`src/rtl/levenshtein_pkg.sv`:
```
// Shared constants for the Levenshtein pattern-match table loader.
// Build option: LEVENSHTEIN_CASE_FOLD_EN selects case-insensitive ASCII matching.
package levenshtein_pkg;

    localparam logic [4:0] REG_CTRL      = 5'h00;
    localparam logic [4:0] REG_LENGTH    = 5'h01;
    localparam logic [4:0] REG_WORD_BASE = 5'h10;

    localparam logic [9:0] PM_TABLE_BASE = 10'h200;

    localparam logic [7:0] CHAR_WORD_TERM = 8'h00;
    localparam logic [7:0] CHAR_DICT_TERM = 8'h01;
    localparam logic [7:0] CHAR_LAST      = 8'hFF;

    typedef enum logic [1:0] {
        ST_IDLE,
        ST_WRITE_HI,
        ST_WRITE_LO
    } state_e;

    function automatic logic [7:0] fold_case(input logic [7:0] ch);
        if (ch >= 8'h41 && ch <= 8'h5A) begin
            return ch | 8'h20;
        end
        return ch;
    endfunction

endpackage

```
`src/rtl/levenshtein_pm_vector.sv`:
```
// Combinational match vector for one character code against the stored word.
// Build option: LEVENSHTEIN_CASE_FOLD_EN folds 'A'-'Z' onto 'a'-'z' before comparing.
module levenshtein_pm_vector
    import levenshtein_pkg::*;
#(
    parameter int unsigned WIDTH = 16
) (
    input  logic [7:0]            char_i,
    input  logic [WIDTH-1:0][7:0] word_i,
    input  logic [3:0]            length_i,
    output logic [WIDTH-1:0]      vec_o
);

    for (genvar i = 0; i < WIDTH; i++) begin : g_bit
        localparam logic [4:0] IDX = 5'(i);
        logic in_word;
        logic match;
        assign in_word = IDX <= {1'b0, length_i};
`ifdef LEVENSHTEIN_CASE_FOLD_EN
        assign match = fold_case(word_i[i]) == fold_case(char_i);
`else
        assign match = word_i[i] == char_i;
`endif
        assign vec_o[i] = in_word & match;
    end

endmodule

```
`src/rtl/levenshtein_pattern_loader.sv`:
```
// Builds the 256-entry pattern-match bitvector table over a Wishbone master.
// Build option: LEVENSHTEIN_CASE_FOLD_EN enables case-insensitive matching.
module levenshtein_pattern_loader
    import levenshtein_pkg::*;
#(
    parameter int MASTER_ADDR_WIDTH = 24,
    parameter int SLAVE_ADDR_WIDTH  = 24,
    parameter int BITVECTOR_WIDTH   = 16
) (
    input  logic                         clk_i,
    input  logic                         rst_i,
    output logic                         wbm_cyc_o,
    output logic                         wbm_stb_o,
    output logic                         wbm_we_o,
    output logic [MASTER_ADDR_WIDTH-1:0] wbm_adr_o,
    output logic [7:0]                   wbm_dat_o,
    input  logic                         wbm_ack_i,
    input  logic                         wbm_err_i,
    input  logic                         wbm_rty_i,
    input  logic [7:0]                   wbm_dat_i,
    input  logic                         wbs_cyc_i,
    input  logic                         wbs_stb_i,
    input  logic                         wbs_we_i,
    input  logic [SLAVE_ADDR_WIDTH-1:0]  wbs_adr_i,
    input  logic [7:0]                   wbs_dat_i,
    output logic                         wbs_ack_o,
    output logic                         wbs_err_o,
    output logic                         wbs_rty_o,
    output logic [7:0]                   wbs_dat_o,
    output logic                         busy_o
);

    state_e state_q, state_d;
    logic cyc_q, cyc_d;
    logic error_q, error_d;
    logic [7:0] char_q, char_d;
    logic [3:0] length_q, length_d;
    logic [BITVECTOR_WIDTH-1:0][7:0] word_q, word_d;
    logic wbs_ack_q, wbs_ack_d;

    logic [4:0] reg_adr;
    logic wbs_req, wbs_wr, word_sel, start, busy;
    logic [BITVECTOR_WIDTH-1:0] vec;
    logic [9:0] pm_adr;
    logic unused_ok;

    assign reg_adr  = wbs_adr_i[4:0];
    assign wbs_req  = wbs_cyc_i & wbs_stb_i & ~wbs_ack_q;
    assign wbs_wr   = wbs_req & wbs_we_i;
    assign word_sel = (reg_adr & 5'h10) == REG_WORD_BASE;
    assign start    = wbs_wr && (reg_adr == REG_CTRL) && wbs_dat_i[0];
    assign busy     = state_q != ST_IDLE;

    assign unused_ok = ^{wbm_dat_i, wbs_adr_i[SLAVE_ADDR_WIDTH-1:5]};

    always_comb begin
        wbs_ack_d = wbs_req;
        length_d  = length_q;
        word_d    = word_q;
        if (wbs_wr && !busy) begin
            if (reg_adr == REG_LENGTH) begin
                length_d = wbs_dat_i[3:0];
            end
            if (word_sel) begin
                word_d[reg_adr[3:0]] = wbs_dat_i;
            end
        end
    end

    always_comb begin
        wbs_dat_o = '0;
        if (reg_adr == REG_CTRL) begin
            wbs_dat_o = {6'b0, error_q, busy};
        end else if (reg_adr == REG_LENGTH) begin
            wbs_dat_o = {4'b0, length_q};
        end else if (word_sel) begin
            wbs_dat_o = word_q[reg_adr[3:0]];
        end
    end

    // cyc_q stays low on the first cycle of each write state, giving the idle gap
    always_comb begin
        state_d = state_q;
        cyc_d   = cyc_q;
        error_d = error_q;
        char_d  = char_q;
        case (state_q)
            ST_IDLE: begin
                cyc_d = 1'b0;
                if (start) begin
                    char_d  = '0;
                    error_d = 1'b0;
                    state_d = ST_WRITE_HI;
                end
            end
            ST_WRITE_HI, ST_WRITE_LO: begin
                if (!cyc_q) begin
                    cyc_d = 1'b1;
                end else if (wbm_err_i || wbm_rty_i) begin
                    cyc_d   = 1'b0;
                    error_d = 1'b1;
                    state_d = ST_IDLE;
                end else if (wbm_ack_i) begin
                    cyc_d = 1'b0;
                    if (state_q == ST_WRITE_HI) begin
                        state_d = ST_WRITE_LO;
                    end else if (char_q == CHAR_LAST) begin
                        state_d = ST_IDLE;
                    end else begin
                        char_d  = char_q + 8'd1;
                        state_d = ST_WRITE_HI;
                    end
                end
            end
            default: begin
                cyc_d   = 1'b0;
                state_d = ST_IDLE;
            end
        endcase
    end

    always_ff @(posedge clk_i) begin
        if (rst_i) begin
            state_q   <= ST_IDLE;
            cyc_q     <= 1'b0;
            error_q   <= 1'b0;
            char_q    <= '0;
            length_q  <= '0;
            word_q    <= '0;
            wbs_ack_q <= 1'b0;
        end else begin
            state_q   <= state_d;
            cyc_q     <= cyc_d;
            error_q   <= error_d;
            char_q    <= char_d;
            length_q  <= length_d;
            word_q    <= word_d;
            wbs_ack_q <= wbs_ack_d;
        end
    end

    levenshtein_pm_vector #(
        .WIDTH(BITVECTOR_WIDTH)
    ) u_pm_vector (
        .char_i  (char_q),
        .word_i  (word_q),
        .length_i(length_q),
        .vec_o   (vec)
    );

    assign pm_adr    = PM_TABLE_BASE + {1'b0, char_q, state_q == ST_WRITE_LO};
    assign wbm_adr_o = MASTER_ADDR_WIDTH'(pm_adr);
    assign wbm_dat_o = (state_q == ST_WRITE_LO) ? vec[7:0] : vec[15:8];
    assign wbm_cyc_o = cyc_q;
    assign wbm_stb_o = cyc_q;
    assign wbm_we_o  = cyc_q;

    assign wbs_ack_o = wbs_ack_q;
    assign wbs_err_o = 1'b0;
    assign wbs_rty_o = 1'b0;
    assign busy_o    = busy;

endmodule

```
`config.mk`:
```
export PLATFORM = sky130hd
export DESIGN_NAME = levenshtein_pattern_loader
export DESIGN_NICKNAME = d
export VERILOG_FILES = /design/src/rtl/levenshtein_pkg.sv /design/src/rtl/levenshtein_pm_vector.sv /design/src/rtl/levenshtein_pattern_loader.sv
export SDC_FILE = /design/constraint.sdc
export NUM_CORES = 1
export LEC_CHECK = 0
export CAP_MARGIN = 0
export CELL_PAD_IN_SITES_DETAIL_PLACEMENT = 1
export CELL_PAD_IN_SITES_GLOBAL_PLACEMENT = 2
export CORE_MARGIN = 2
export CORE_UTILIZATION = 25
export CTS_CLUSTER_SIZE = 30
export DETAILED_ROUTE_END_ITERATION = 12
export PLACE_DENSITY_LB_ADDON = 0.1
export SETUP_SLACK_MARGIN = 0.1
export SYNTH_ARGS = -nofsm -noshare
export SYNTH_HDL_FRONTEND = slang
export SYNTH_SLANG_ARGS = --single-unit
```
`constraint.sdc`:
```
create_clock -name clk_i -period 3.48 [get_ports clk_i]
set_clock_uncertainty 0.05 [all_clocks]
set_input_delay 0.522 -clock clk_i [delete_from_list [all_inputs] [get_ports clk_i]]
set_output_delay 0.522 -clock clk_i [all_outputs]
set_load 0.005 [all_outputs]
```
==> flow_summary.yaml, run 1 <==
clock_network:
  cts_hold_buf: 0
  clkLatencyLatePin_ns: 0.45
  post_cts_buffers: 0
  cts_tree: "yes"
  clk_path_buf_depth: 2
  cts_made_buffers: 17
  cts_sinks: 145
  cts-htree-levels: 4
  path_clk_slew_ns: 0.06
  root_buffer: "clkbuf_16"
finish:
  final_cells: 1458
  drive_above_1_share_pct: 14.75
  insertedDiodeCount: 0
  final_cell_mix: "nand2_1, dfxtp_1, a21oi_1"
  nets: 1050
  area_growth_pct: 21.78
hold_path:
  hold_path_depth: 1
  whs_endpoint: "wbs_ack_o"
  min_from: "wbs_ack_o"
  hp-class: "reg -> reg"
timing:
  slew_headroom_pct: 25.86
  finalCriticalPeriod_ns: 3.271
  hold_violations: 0
  setup_violations: 0
  max_freq_mhz: 305.7
  timing.final.crit_share_pct: 94.01
  tns_ns: 0
  worst_pin_slew_ns: 1.109
  rsz0062_at_grt: "no"
  slew_viol_final: 0
synthesis:
  synth_warnings: 0
  netlist_instances: 968
  ys_seq_elements: 145
  synthFlopType: "dfxtp_1"
  synth_edf_count: 0
  ys_seq_area_share_pct: 34.43
  syn_area_sq_um: 8432
  avgSynthCellArea_sq_um: 8.711
  ys_async_sr_fraction_pct: 0
  synth_cell_type_count: 54
grt:
  track_usage_pct: 20.05
  grt_pass1_wl_mm: 51.81
  grt_overflow_total: 0
  grt_pass1_vias: 7427
  grt_start_max_net_pins: 82
  antenna_found_initial: 1
critical_path:
  r2r-end: "char_q[0]"
  path_max_fanout: 16
  r2r_cells: 6
  worst_setup_path_start_kind: "flip-flop"
  worstSetupPathType: "reg -> out"
  critPathArrivalTime_ns: 2.70
  crit_path_end_kind: "output pin"
  critical_path_required_ns: 2.91
  regToRegSetupSlack_ns: 1.05
  worstReg2RegStart: "state_q[1]"
floorplan:
  initial_core_util_pct: 25.27
  die-area_sq_um: 35210
  core_area_sq_um: 33360
  die_x_um: 187.7
  rows: 67
  io_pins: 95
  die_height_um: 187.7
route:
  viasPerCell: 4.922
  drtPass1Iterations: 5
  wire_per_inst_um: 23.66
  final_antenna_net_count: 0
  drt_wl_total_mm: 34.50
  drc_errors: 0
  drt_iter0_drc: 295
  vias: 7177
power:
  p_switching_mw: 1.010
  p_leak_nw: 4.308
  p_int_mw: 3.047
  comb_power_share_pct: 6.9
  ir_worst_vdd_mv: 0.3637
  sw_frac_of_total_pct: 24.90
  pwr-share-clk_pct: 51.9
  seq_power_share_pct: 41.2
  cellPowerDensity_nw_per_um2: 395.1
status:
  status: "complete, no violations"
placement:
  io_buffers: 50
  dp_hpwl_mm: 24.15
  numPlacedInstances: 1426
  place.gp.congestion: 0.7735
job:
  max-cap-violations: 0
## registers in the layout, indices dropped and copies added (netlist names)
signal / flops
char_q: 8
wbs_ack_o: 1
word_q: 128
wbm_cyc_o: 1
error_q: 1
state_q: 2
length_q: 4
## final cells by class
cell class                      count  area (sq um)
Fill cell                        3941         23100
Multi-Input combinational cell    725          5116
Sequential cell                   145          2908
Timing Repair Buffer              102          1010
Tap cell                          448         560.5
Clock buffer                       19         442.9
Clock inverter                     13         209.0
Inverter                            6         22.52
## critical path: stages (launching register included)
cell and delay (ns):
dfxtp_1 0.47, buf_12 0.23, xor2_1 0.09, nor4_1 0.51, o2111ai_2 0.27, o21ai_2 0.14
clkdlybuf4s50_1 0.53
## Yosys cell counts, drive strengths merged (3+ instances only)
cell / number / area share, %
o311ai: 4 / 0.42
a21oi: 98 / 5.8
and2: 7 / 0.52
mux4: 32 / 8.5
nand2b: 3 / 0.22
o22ai: 5 / 0.37
nand3: 72 / 4.3
xnor2: 32 / 3.3
mux2i: 57 / 6.8
nand4: 18 / 1.6
nor2b: 5 / 0.37
xor2: 96 / 10
buf: 63 / 4.4
inv: 5 / 0.22
nor4: 24 / 1.9
dfxtp: 145 / 34
clkbuf: 44 / 2.0
o2111ai: 5 / 0.59
o31ai: 4 / 0.36
o41ai: 5 / 0.52
nand2: 142 / 6.3
o21ai: 7 / 0.42
nor2: 52 / 2.3
a211oi: 3 / 0.27
ha: 5 / 0.74
nor3: 7 / 0.55
## stage by stage
stage               utilization (%)  cell area (sq um)  worst slack [ns]  hold WS, ns  power, mW
detailed placement            28.59               9538            0.1171       0.4105      1.993
finish                        30.78              10270            0.2086       0.4125      4.058
floorplan                         -               8488             1.040       0.3877      1.874
CTS                           30.59              10210            0.1134       0.4249      4.129
global route                  30.78              10270            0.1019       0.4547      4.211
global placement              28.59               9538            0.1687       0.4058      1.993
## how the worst max path moves through the flow
| stage | end | cells after the start | start |
|---|---|---|---|
| final | wbm_dat_o[5] | 6 | char_q[7] |
| after floorplan | wbm_dat_o[7] | 7 | state_q[0] |
| after CTS | wbm_dat_o[2] | 5 | char_q[1] |
| after global placement | wbs_dat_o[0] | 5 | wbs_adr_i[2] |
| after global routing | wbm_dat_o[7] | 7 | state_q[0] |
| after detailed placement | wbs_dat_o[0] | 5 | wbs_adr_i[2] |
## cell families (layout without fill, tap and decap cells)
group	Yosys count	in the layout	synth area share, %
buffers and inverters	113	140	6.633
other	2	17	0.08907
and+or+nand+nor	343	343	19.31
AOI/OAI and AO/OA	143	143	10.19
muxes	89	89	15.31
adders and majority gates	5	5	0.7419
DFF	145	145	34.43
xor gates and xnor gates	128	128	13.30
## layer usage
| layer | GRT usage, % | part of all wire [%] |
|---|---|---|
| met3 | 2.920 | 2.5 |
| met4 | 4.573 | 1.2 |
| met2 | 32.61 | 47 |
| met5 | 0 | 0 |
| met1 | 28.03 | 49 |
## power by group through the flow
stage	logic [mW]	registers [mW]	clock network [mW]
final	0.280	1.67	2.11
after global routing	0.302	1.67	2.24
after CTS	0.286	1.67	2.17
after detailed placement	0.285	1.71	0
after global placement	0.285	1.71	0
after floorplan	0.169	1.71	0
## timing repair
action / CTS / global route
setup endpoints to repair: 5 / 6
resized for setup: 9 / 11
cloned: 0 / 0
pin swaps: 0 / 1
Power figures use the tool's default switching activity.
==> run 2, diff against run 1 <==
CAP_MARGIN = default   (was 0)
==> results of run 2 <==
Same layout as run 1: the final DEF is identical, and so are final timing and power.
==> run 3, diff against run 2 <==
clock period = 2.8 ns   (was 3.48 ns; I/O delays follow)
==> run 3 against run 2 <==
  * Routed wire length grew 3.0%
  * Sequential cell count is the same
  * Sequential share of layout area shrank 2.6 points
  * Worst hold slack lost 0.087 ns
  * First-iteration DRC count grew 15%
  * Via count grew 3.8%
  * Combinational power grew 39%
  * Largest power group unchanged
==> flow_summary.yaml, run 3 (synthesized netlist as in run 1, its figures left out) <==
critical_path:
  crit_path_frequent_cell: "buf_12"
  worstSetupPathType: "reg -> out"
  worst_setup_path_start_kind: "flip-flop"
  critical_path_required_ns: 2.33
  path_max_fanout: 3
  regToRegSetupSlack_ns: 0.36
  cp_top_family: "simple AND/OR/NAND/NOR gates"
  crit_path_end_kind: "output pin"
  slowest_delay_ns: 0.34
  path_cells: "buf_12, buf_12, xor2_1, nor4_2, nand4_1, o41ai_4, buf_4, buf_6"
  critPathArrivalTime_ns: 2.23
  critPathSlowestCell: "dfxtp_2"
  path_buf_inv: 4
timing:
  tns_ns: 0
  hold_violations: 0
  worst_pin_slew_ns: 0.6473
  finalCriticalPeriod_ns: 2.698
  layout_setup_ws_ns: 0.1023
  rsz0062_at_grt: "yes"
  setup_violations: 0
  max_freq_mhz: 370.7
  slew_viol_final: 0
  slew_headroom_pct: 56.84
  timing.final.crit_share_pct: 96.35
  whs_ns: 0.3260
grt:
  track_usage_pct: 20.60
  antenna_found_initial: 0
  grt_pass1_wl_mm: 52.92
  grt_overflow_total: 0
  grt_pass1_vias: 7817
  grt_start_max_net_pins: 56
finish:
  largest_register_ffs: 128
  drive_above_1_share_pct: 25.83
  layout_commonest_cell: "nand2_1"
  largestRegisters: "word_q x128, char_q x8, length_q x4"
  final_cell_mix: "nand2_1, dfxtp_1, a21oi_1"
  stdcell_area_sq_um: 11370
  final_util_pct: 34.08
  regMostFlops: "word_q"
  insertedDiodeCount: 0
  final_cells: 1528
  nets: 1121
  fillers: 3850
  area_growth_pct: 34.87
power:
  sw_frac_of_total_pct: 24.24
  power_mw: 5.269
  pwr-share-clk_pct: 53.3
  p_leak_nw: 4.821
  cellPowerDensity_nw_per_um2: 463.3
  ir_worst_vdd_mv: 0.4630
  p_int_mw: 3.992
  p_switching_mw: 1.277
  comb_power_share_pct: 7.4
  seq_power_share_pct: 39.4
floorplan:
  die_height_um: 187.7
  io_pins: 95
  core_area_sq_um: 33360
  rows: 67
  initial_core_util_pct: 25.27
  die_x_um: 187.7
  die-area_sq_um: 35210
route:
  drtPass1Iterations: 4
  drt_iter0_drc: 338
  vias: 7453
  wire_per_inst_um: 23.27
  drc_errors: 0
  viasPerCell: 4.878
  final_antenna_net_count: 0
  drt_wl_total_mm: 35.55
status:
  status: "complete, no violations"
clock_network:
  cts_tree: "yes"
  root_buffer: "clkbuf_16"
  cts_made_buffers: 17
  clkLatencyLatePin_ns: 0.45
  cts_sinks: 145
  clk_path_buf_depth: 2
  cts-htree-levels: 4
  path_clk_slew_ns: 0.06
  cts_hold_buf: 0
placement:
  io_buffers: 50
  dpl_cell_area_sq_um: 9896
  numPlacedInstances: 1472
  dp_hpwl_mm: 24.69
  place.gp.congestion: 0.8155
  pre_cts_ws_ns: -0.2570
job:
  max-cap-violations: 0
hold_path:
  hp-class: "in -> reg"
[run 3: worst paths after layout]
check | to | start | depth (start not counted)
max | wbm_dat_o[2] | char_q[0] | 8
min | wbm_cyc_o | rst_i | 2
max reg2reg | word_q[66] | state_q[1] | 9
min reg2reg | wbs_ack_o | wbs_ack_o | 1
[run 3: area by class of cell]
cell class / instances / area, sq um / share of cell area, %
Clock buffer: 18 / 439.2 / 3.862
Clock inverter: 13 / 257.7 / 2.266
Inverter: 6 / 22.52 / 0.1980
Multi-Input combinational cell: 725 / 5498 / 48.34
Sequential cell: 145 / 2920 / 25.68
Tap cell: 448 / 560.5 / 4.929
Timing Repair Buffer: 173 / 1674 / 14.72
[run 3: power groups by stage]
stage	clock network, mW	registers [mW]	logic (mW)
final	2.81	2.07	0.388
after global placement	0	2.12	0.380
after floorplan	0	2.12	0.210
after CTS	2.86	2.07	0.392
after global routing	2.96	2.07	0.416
after detailed placement	0	2.12	0.378
[run 3: metal layers]
layer,part of all wire (%),global-route usage [%],vias up
met3,3.4,3.687,18
met4,0.93,4.119,0
met1,48,28.48,3786
met2,47,33.65,108
met5,0,0,-
li1,-,-,3541
[run 3: repair_timing]
action / in CTS / in global routing
pin swaps: 36 / 21
cloned: 2 / 0
resized for setup: 128 / 27
buffers inserted: 23 / 3
endpoints found under the setup margin: 16 / 15
==> edit 1, RTL diff (settings of run 1) <==
Add a define of `LEVENSHTEIN_CASE_FOLD_EN`.
--- a/src/rtl/levenshtein_pm_vector.sv
+++ b/src/rtl/levenshtein_pm_vector.sv
@@ -1,5 +1,7 @@
 // Combinational match vector for one character code against the stored word.
 // Build option: LEVENSHTEIN_CASE_FOLD_EN folds 'A'-'Z' onto 'a'-'z' before comparing.
+`define LEVENSHTEIN_CASE_FOLD_EN
+
 module levenshtein_pm_vector
     import levenshtein_pkg::*;
 #(
Check against the original RTL: same outputs for any inputs over 4 cycles, from zero or initial values and one cycle with rst_i high; that may be too few to reach the edited logic, so the function may still have changed.
==> edit 1 against run 1 <==
Largest cell class unchanged; worst setup slack lost 0.026 ns; highest routed layer unchanged; final area grew 9.9%; die area grew 8.2%; total power shrank 0.91%; first-iteration DRC count grew 61%; synthesized area grew 8.4%; routed wire length grew 11%; critical endpoint is now wbm_dat_o[6]; sequential cell count is the same.
==> edit 1: results (changes against run 1) <==
| Metric | Value |
|---|---|
| Initial DRC Count | 476 (+61%) |
| Netlist cell types | 53 (-1.9%) |
| Mapped Cells | 1053 (+8.8%) |
| Worst Path Arrival | 2.73 ns (+0.03 ns) |
| Max clock buf depth | 2 (unchanged) |
| Fin nets | 1178 (+12%) |
| Post_cts resized | 21 (+12) |
| Synth warn | 0 (unchanged) |
| Outcome | finished clean |
| Vias in the first global route | 8341 (+12%) |
| Drt via density | 5.07 (+3.0%) |
| Setup WS pre-CTS | 0.120 ns (+0.00304 ns) |
| PortBufs | 50 (unchanged) |
| Crit-path max FO | 6 (-10) |
| FILL cells | 4189 (+6.3%) |
| Sequential share of the synthesized area | 0.318 (-0.0267) |
| Max-slew headroom | 0.563 (+0.305) |
| Async set-reset flop share out of synthesis | 0 (unchanged) |
| Internal power | 3010 uW (-1.2%) |
| Share of cells above drive strength 1 | 0.165 (+0.0174) |
| Largest net degree at the start of global routing | 67 (-18%) |
| Final Wtd Congestion | 0.784 (+1.3%) |
| Avg WL per Cell | 23.9 microns (+1.2%) |
| First-pass GRT wire length | 57300 microns (+11%) |
| Pleak | 0.00386 uW (-10%) |
| Ranking of synthesized cells by area | dfxtp_1 32%, xnor2_1 11%, mux2i_1 11%, mux4_2 8.6%, nor2_1 5.3% |
| Hpwl dp | 27500 microns (+14%) |
| GRT Total Usage | 0.206 (+0.00536) |
| Worst vdd ir | 0.000335 V (-8.0%) |
| Initial antenna violation count | 0 (-1) |
| Synth top cells by count | 145 x dfxtp_1, 128 x nor2_1, 111 x xnor2_1, 97 x mux2i_1, 88 x nand2_1 |
| Fin cells | 1602 (+9.9%) |
| Post CTS Setup Buffer Count | 3 (+3) |
| 1st-pass router iterations | 5 (unchanged) |
| Post-DP Area | 0.0104 sq mm (+9.4%) |
## edit 1: metal layers
metal | track usage | vias up | share of wire
li1 | - | 3845 | -
met1 | 0.286 | 4096 | 0.49
met2 | 0.329 | 144 | 0.46
met3 | 0.0342 | 38 | 0.036
met4 | 0.0582 | 0 | 0.020
met5 | 0 | - | 0
## edit 1: layout make-up
cell class                      count  area [sq um]  area share
Clock buffer                       21           460      0.0408
Tap cell                          468           586      0.0519
Clock inverter                     10           159      0.0141
Sequential cell                   145          2910       0.258
Timing Repair Buffer              127          1180       0.105
Multi-Input combinational cell    816          5930       0.525
Inverter                           15          56.3     0.00499
## edit 1: power groups by stage
stage	Clock, uW	Sequential (uW)	Combinational (uW)
2_1_floorplan	0	1710	195
3_3_place_gp	0	1710	329
3_5_place_dp	0	1710	331
4_1_cts	2080	1670	334
5_1_grt	2140	1680	357
6_report	2010	1680	330
## edit 1: worst paths after layout
check	cells after the start	start	end	slack, ns
max	7	state_q[0]$_SDFFE_PP0P_	wbm_dat_o[6]	0.18
min	1	wbs_ack_o$_SDFF_PP0_	wbs_ack_o$_SDFF_PP0_	0.39
max reg2reg	6	state_q[0]$_SDFFE_PP0P_	char_q[5]$_SDFFE_PP0P_	1.06
min reg2reg	1	wbs_ack_o$_SDFF_PP0_	wbs_ack_o$_SDFF_PP0_	0.39
## edit 1: critical path: cells and delay by family (launching register included)
family,cells,cell delay (ns)
compound gates,2,0.38
buf+inv,3,0.85
flops,1,0.34
simple gates,1,0.53
fa+ha+maj,1,0.18
## edit 1: cell families after synthesis
logic type                 Yosys count  synth area share
AOI/OAI and AO/OA                  198             0.133
xor gates and xnor gates           119             0.114
adders and majority gates            8            0.0110
buffers and inverters              107            0.0543
DFF                                145             0.318
muxes                              133             0.195
other                                2          0.000822
and+or+nand+nor                    341             0.174
==> edit 2, RTL diff (flow settings as in run 1) <==
Made on the original files. `word_q` no longer has a reset.
--- a/src/rtl/levenshtein_pattern_loader.sv
+++ b/src/rtl/levenshtein_pattern_loader.sv
@@ -126,7 +126,6 @@
             error_q   <= 1'b0;
             char_q    <= '0;
             length_q  <= '0;
-            word_q    <= '0;
             wbs_ack_q <= 1'b0;
         end else begin
             state_q   <= state_d;
@@ -134,9 +133,12 @@
             error_q   <= error_d;
             char_q    <= char_d;
             length_q  <= length_d;
-            word_q    <= word_d;
             wbs_ack_q <= wbs_ack_d;
         end
+    end
+
+    always_ff @(posedge clk_i) begin
+        word_q <= word_d;
     end
 
     levenshtein_pm_vector #(
Check against the original RTL: not equivalent (Yosys sat finds a counterexample within 4 cycles, from zero or initial values and one cycle with rst_i high).
==> edit 2 against run 1 <==
Critical path type is now input port to output pin; largest power group unchanged; sequential cell count did not move; highest routed layer unchanged; final area fell by 4.8%; total power rose by 1.9%; register-to-register slack barely moved; worst setup slack got worse by 0.0077 ns; first-iteration DRC count rose by 29%; routed wire length fell by 20%; synthesized area fell by 7.6%.
==> edit 2: results (changes against run 1) <==
| Metric | Value |
|---|---|
| Synth top cells by count | 128 x edfxtp_1, 95 x xor2_1, 33 x xnor2_1, 32 x mux4_2, 24 x nor2_1 |
| Synth Area in XOR/XNOR | 0.144 (+0.0110) |
| Area of the multi-input gates | 0.00338 sq mm (-34%) |
| Worst hold margin | 0.402 ns (-0.0101 ns) |
| GRT Total Usage | 0.166 (-0.0345) |
| Non-clock inverters | 7 (+1) |
| Crit-path max FO | 7 (-9) |
| Compound-Gate Fraction of Synth Area | 0.0476 (-0.0544) |
| Async set-reset flop share out of synthesis | 0 (unchanged) |
| Routing usage on met1 | 0.231 (-0.0492) |
| Initial DRC Count | 382 (+29%) |
| Buffering overhead | 0.108 (+0.00961) |
| Fin nets | 726 (-31%) |
| Register Area | 0.00420 sq mm (+44%) |
| Share of cells above drive strength 1 | 0.220 (+0.0726) |
| Multi-input comb cells | 390 (-46%) |
| Post_cts resized | 13 (+4) |
| Layout clock area frac | 0.0633 (-0.000230) |
| Initial antenna violation count | 0 (-1) |
| Hpwl dp | 19700 microns (-19%) |
| Vias in the first global route | 5403 (-27%) |
| Final Wtd Congestion | 0.869 (+12%) |
| Crit path largest cell delay | 0.51 ns (-0.02 ns) |
| DR WL met2 | 13200 microns (-19%) |
| Ranking of synthesized cells by area | edfxtp_1 49%, xor2_1 11%, mux4_2 9.3%, dfxtp_1 4.4%, xnor2_1 3.7% |
| FILL cells | 3243 (-18%) |
| Inst Count DP | 1046 (-27%) |
| First-pass GRT wire length | 38700 microns (-25%) |
| Largest net degree at the start of global routing | 25 (-70%) |
| Sequential share of the synthesized area | 0.537 (+0.193) |
| Met3 wire len | 1060 microns (+24%) |
| Worst Setup EP | wbs_dat_o[2] |
| Post-synthesis mux area share | 0.120 (-0.0331) |
| Buffers, non-clock | 112 (+9.8%) |
| Outcome | finished clean |
| Post-synth EDFFs | 128 (+128) |
| Avg WL per Cell | 25.5 microns (+7.9%) |
| Worst Path Arrival | 2.71 ns (about the same) |
| Max-slew headroom | 0.365 (+0.107) |
| 1st-pass router iterations | 4 (-1) |
| Clk_lat worst skew | 0.42 ns (-0.03 ns) |
| Post-synthesis adder-cell area fraction | 0.00803 (+0.000613) |
| Slowest CP cell | mux4_2 |
| Drt via density | 4.90 (-0.51%) |
| Met2 Use GR | 0.269 (-0.0571) |
| Pleak | 0.00346 uW (-20%) |
| Worst vdd ir | 0.000286 V (-21%) |
| Mapped Cells | 586 (-39%) |
| Worst setup path start | wbs_adr_i[0] |
| Max-cap viol count | 0 (unchanged) |
==> edit 2: cell count changes after synthesis, sizes merged, moves of 7 or more <==
cell and delta:
buf -24, clkbuf -24, mux2i -39, dfxtp -128, and2 -7, edfxtp +128, nor2 -28, a21oi -92
nand2b +11, nand2 -130, nand3 -64
==> edit 2: cells by family after synthesis <==
kind of cell | Yosys count
other | 2
adders and majority gates | 5
DFF | 145
buffers and inverters | 66
AOI/OAI and AO/OA | 53
and+or+nand+nor | 134
muxes | 53
xor gates and xnor gates | 128
==> edit 2: per-stage QoR <==
step                      power [uW]  setup WS, ns  area [sq um]   util
after floorplan                 2080          1.02          7850      -
after global placement          2210        0.0111          8990  0.293
after detailed placement        2210        0.0272          8990  0.293
after CTS                       4180        0.0711          9650  0.314
after global routing            4260        0.0432          9770  0.319
final                           4140         0.201          9770  0.319
==> edit 2: power by group <==
part	total (uW)	switching [uW]	leakage (uW)	internal, uW
registers	1900	4.60	0.00129	1890
logic	272	159	0.00188	113
clock network	1960	763	0.000289	1200
